### config.mk
export PLATFORM = sky130hd
export DESIGN_NAME = register_file
export DESIGN_NICKNAME = d
export VERILOG_FILES = /design/src/rtl/register_file.sv
export SDC_FILE = /design/constraint.sdc
export NUM_CORES = 2
export LEC_CHECK = 0
export ABC_AREA = 0
export BUFFER_PORTS_ARGS = -buffer_cell sky130_fd_sc_hd__buf_2
export CAP_MARGIN = 20
export CORE_MARGIN = 1
export CORE_UTILIZATION = 55
export DETAILED_ROUTE_END_ITERATION = 12
export GPL_TIMING_DRIVEN = 0
export PLACE_DENSITY_LB_ADDON = 0.25
export SYNTH_ARGS = -nofsm -noshare
export SYNTH_HDL_FRONTEND = slang
export SYNTH_SLANG_ARGS = --single-unit
export TNS_END_PERCENT = 10
### constraint.sdc
create_clock -name clk -period 36.2 [get_ports clk]
set_input_delay 7.24 -clock clk [delete_from_list [all_inputs] [get_ports clk]]
set_output_delay 7.24 -clock clk [all_outputs]
set_load 0.01 [all_outputs]
### src/rtl/register_file.sv
// register_file: 2^a_width x d_width register file, entry 0 hardwired to zero, two combinational reads, one synchronous write.
// Define REGFILE_BYPASS_EN to forward same-cycle write data to a read port addressing waddr.
module register_file #(
    parameter int d_width = 32,
    parameter int a_width = 5
) (
    input  logic               clk,
    input  logic               rst_n,
    input  logic               wen,
    input  logic [a_width-1:0] waddr,
    input  logic [d_width-1:0] wdata,
    input  logic [a_width-1:0] raddr1,
    input  logic [a_width-1:0] raddr2,
    output logic [d_width-1:0] rdata1,
    output logic [d_width-1:0] rdata2
);
    localparam int depth = 1 << a_width;

    // rst_n is active-high despite its name; it clears storage asynchronously
    logic               wr_ok;
    logic [d_width-1:0] view [depth];

    assign wr_ok   = wen && (waddr != '0);
    assign view[0] = '0;

    for (genvar i = 1; i < depth; i++) begin : g_reg
        logic [d_width-1:0] data_q;
        logic [d_width-1:0] data_d;
        assign data_d  = (wr_ok && waddr == a_width'(i)) ? wdata : data_q;
        assign view[i] = data_q;
        always_ff @(posedge clk or posedge rst_n) begin
            if (rst_n) data_q <= '0;
            else       data_q <= data_d;
        end
    end

`ifdef REGFILE_BYPASS_EN
    logic fwd1, fwd2;
    assign fwd1   = wr_ok && !rst_n && (raddr1 == waddr);
    assign fwd2   = wr_ok && !rst_n && (raddr2 == waddr);
    assign rdata1 = (raddr1 == '0) ? '0 : fwd1 ? wdata : view[raddr1];
    assign rdata2 = (raddr2 == '0) ? '0 : fwd2 ? wdata : view[raddr2];
`else
    assign rdata1 = (raddr1 == '0) ? '0 : view[raddr1];
    assign rdata2 = (raddr2 == '0) ? '0 : view[raddr2];
`endif
endmodule

==> flow_metrics.env <==
export IMPL_vdd_ir_drop_max_mv=0.0418
export IMPL_dp_cells=5187
export IMPL_finalWorstSetupSlack_ps=18240
export IMPL_leakage_nw=26.6
export IMPL_crit_family="buffers and inverters"
export IMPL_cp_num_buf_inv=4
export IMPL_clockBufferDepth=3
export IMPL_fin_util_pct=62.1
export IMPL_synth_area_leaders="dfrtp_1 46%, mux2_2 21%, mux4_2 15%"
export IMPL_cts_sinks=992
export IMPL_max_stage_delay_ps=1050
export IMPL_largest_register="g.data_q"
export IMPL_fin_tns_setup_ps=0
export IMPL_die_h_um=314
export IMPL_avgSynthCellArea_um2=14.2
export IMPL_worstSkewPairLatency_ps=740
export IMPL_initial_core_util_pct=55.5
export IMPL_finalSetupViolations=0
export IMPL_status="finished clean"
export IMPL_hold_depth=1
export IMPL_postRouteAntennaNets=0
export IMPL_grt_pass1_vias=39000
export IMPL_hold_violations=0
export IMPL_critPathMostFrequentCell="clkbuf_1"
export IMPL_final_fill_count=7479
export IMPL_async_flop_share_pct=100
export IMPL_grt_use_total_pct=42.9
export IMPL_grt_pass1_wl_um=293000
export IMPL_yosysTopAreaCell="dfrtp_1"
export IMPL_finalNonFillerCells=5392
export IMPL_mostFrequentLayoutCell="dfrtp_1"
export IMPL_grt_start_max_net_pins=129
export IMPL_arrival_ps=10720
export IMPL_crit_type="input port to output pin"
export IMPL_slew_violations=0
export IMPL_cp_required_ps=28960
export IMPL_post_route_period_util_pct=49.6
export IMPL_area_sequential_um2=24800
export IMPL_power_density_nw_per_um2=56.9
export IMPL_grt_overflow_total=0
export IMPL_ys_seq_area_share_pct=46.2
export IMPL_dieArea_um2=98900
export IMPL_synth_seq_cells=992
export IMPL_postCtsSetupBuffers=0
export IMPL_rsz0062_at_grt="false"
export IMPL_cap_violations=0
export IMPL_post_dp_hpwl_um=143000
export IMPL_crit_cells=8
export IMPL_relSlewSlack_pct=11.2
export IMPL_start_kind="input port"
export IMPL_htreeDepth=3
export IMPL_synth_flop_cell="dfrtp_1"
export IMPL_cts_inserted_buffers=107
export IMPL_post_cts_resized=0
export IMPL_regToRegEndpoint="g_reg[6].data_q[29]$_DFFE_PP0P_"
export IMPL_coreArea_um2=96700
export IMPL_netlist_instances=3784
export IMPL_worstPathMaxFanout=10
export IMPL_io_pin_count=114
export IMPL_r2r_slack_ps=35340
export IMPL_yosys_warnings=0
export IMPL_cts_tree="done"
export IMPL_drc=0
export IMPL_critPathCaptureType="output pin"
export IMPL_slowest_stage="clkbuf_1"
export IMPL_via_per_inst=7.32
export IMPL_finalPower_mw=3.42
export IMPL_rows=114
export IMPL_areaGrowthSynthToFinish_pct=11.9
export IMPL_r2r_start="g_reg[6].data_q[29]$_DFFE_PP0P_"
export IMPL_die_w_um=314
export IMPL_multi_input_area_um2=26900
export IMPL_syn_area_um2=53700
export IMPL_top_regs="g.data_q x992"
export IMPL_clockRootBuffer="clkbuf_16"
export IMPL_most_common_layout_cells="992 x dfrtp_1, 983 x mux2_2, 361 x mux4_2, 274 x buf_2, 198 x mux2i_1"
export IMPL_largest_reg_flops=992
export IMPL_drive_gt1_share_pct=45.7
export IMPL_antenna_found_initial=8
export IMPL_fmaxAchievable_mhz=55.7
export IMPL_path_cells="clkbuf_1 -> clkbuf_1 -> clkbuf_1 -> nand2_1 -> nand3_1 -> o211ai_1 -> o21ai_0 -> buf_2"
export IMPL_firstDrtPassIters=8
export IMPL_synth_edf_count=0
export IMPL_pre_cts_ws_ps=18620
export IMPL_synth_top_area_share_pct=46.2
export IMPL_holdBufCountCts=0
export IMPL_drt_iter0_drc=6025
export IMPL_holdCritStartpoint="g_reg[23].data_q[18]$_DFFE_PP0P_"
export IMPL_r2r_cells=1
export IMPL_vias=39500
export IMPL_period_needed_ps=17960
export IMPL_path_clk_slew_ps=60
export IMPL_routed_wl_um=210000
export IMPL_hold_path_class="flop to flop"
export IMPL_skew_ps=0
export IMPL_min_to="g_reg[23].data_q[18]$_DFFE_PP0P_"
export IMPL_ys_types=50
export IMPL_synth_nets=3834
export IMPL_nets=4072
export IMPL_buffer_ports_inserted=105
export IMPL_max_slew_worst_pin_slew_ps=1330
export IMPL_gp_congestion=1.03
export IMPL_wl_per_cell_um=39.0
==> Yosys cell counts (6+ instances only) <==
master and number:
buf_1 26, nand3_1 42, a221oi_1 65, nor2_1 58
buf_4 29, nor3_1 42, buf_2 169, mux4_2 361
mux2i_1 198, nor2b_1 69, clkbuf_1 160, a22oi_1 22
o221ai_1 20, mux2_1 72, buf_6 13, mux4_4 9
dfrtp_1 992, mux2_2 983, o32a_1 20, o211ai_1 31
a211oi_1 6, nand2_1 190, mux4_1 17, o21ai_0 36
a21oi_1 100
==> where the power goes <==
group | leakage [nW] | internal [mW] | total [mW] | switching [mW]
clock network | 1.84 | 0.702 | 1.18 | 0.482
logic | 12.1 | 0.401 | 0.738 | 0.337
registers | 12.7 | 1.33 | 1.49 | 0.168
total | 26.6 | 2.43 | 3.42 | 0.987
==> stage by stage <==
step                area, µm²  hold slack (ps)
finish                  60100              509
global route            60100              523
CTS                     60000              509
detailed placement      56300              496
global placement        55800              482
floorplan               53700              467
==> how the worst max path moves through the flow <==
stage	slack, ps	to	from
2_1_floorplan	1050	g_reg[10].data_q[0]$_DFFE_PP0P_	rst_n
4_1_cts	18610	rdata2[30]	raddr2[2]
3_3_place_gp	-10250	g_reg[16].data_q[21]$_DFFE_PP0P_	rst_n
5_1_grt	18450	rdata2[28]	raddr2[3]
6_report	18240	rdata2[28]	raddr2[3]
3_5_place_dp	18620	rdata2[30]	raddr2[2]
==> kinds of logic (layout without fill, tap and decap cells) <==
logic type	Yosys count	count (layout)	synth area share, %
other cells	0	7	0
flops	992	992	46.2
compound gates	317	317	4.15
simple gates	431	431	3.73
buf+inv	404	729	3.69
mux	1640	1640	42.2
==> final cells by class <==
cell class / instances / share of cell area, %
tap: 1276 / 2.66
inverter: 2 / 0.0250
clock buffer: 154 / 5.12
antenna: 7 / 0.0292
timing repair buffer: 129 / 1.70
multi-input combinational: 2388 / 44.8
sequential: 992 / 41.3
clock inverter: 42 / 1.09
buffer: 402 / 3.29
==> layer usage <==
layer  track usage, %  share of wire [%]
met5            0.919               0.11
met4             31.6                9.2
met3             17.2                 13
met2             60.2                 42
met1             53.6                 35
(Power assumes the default switching activity.)
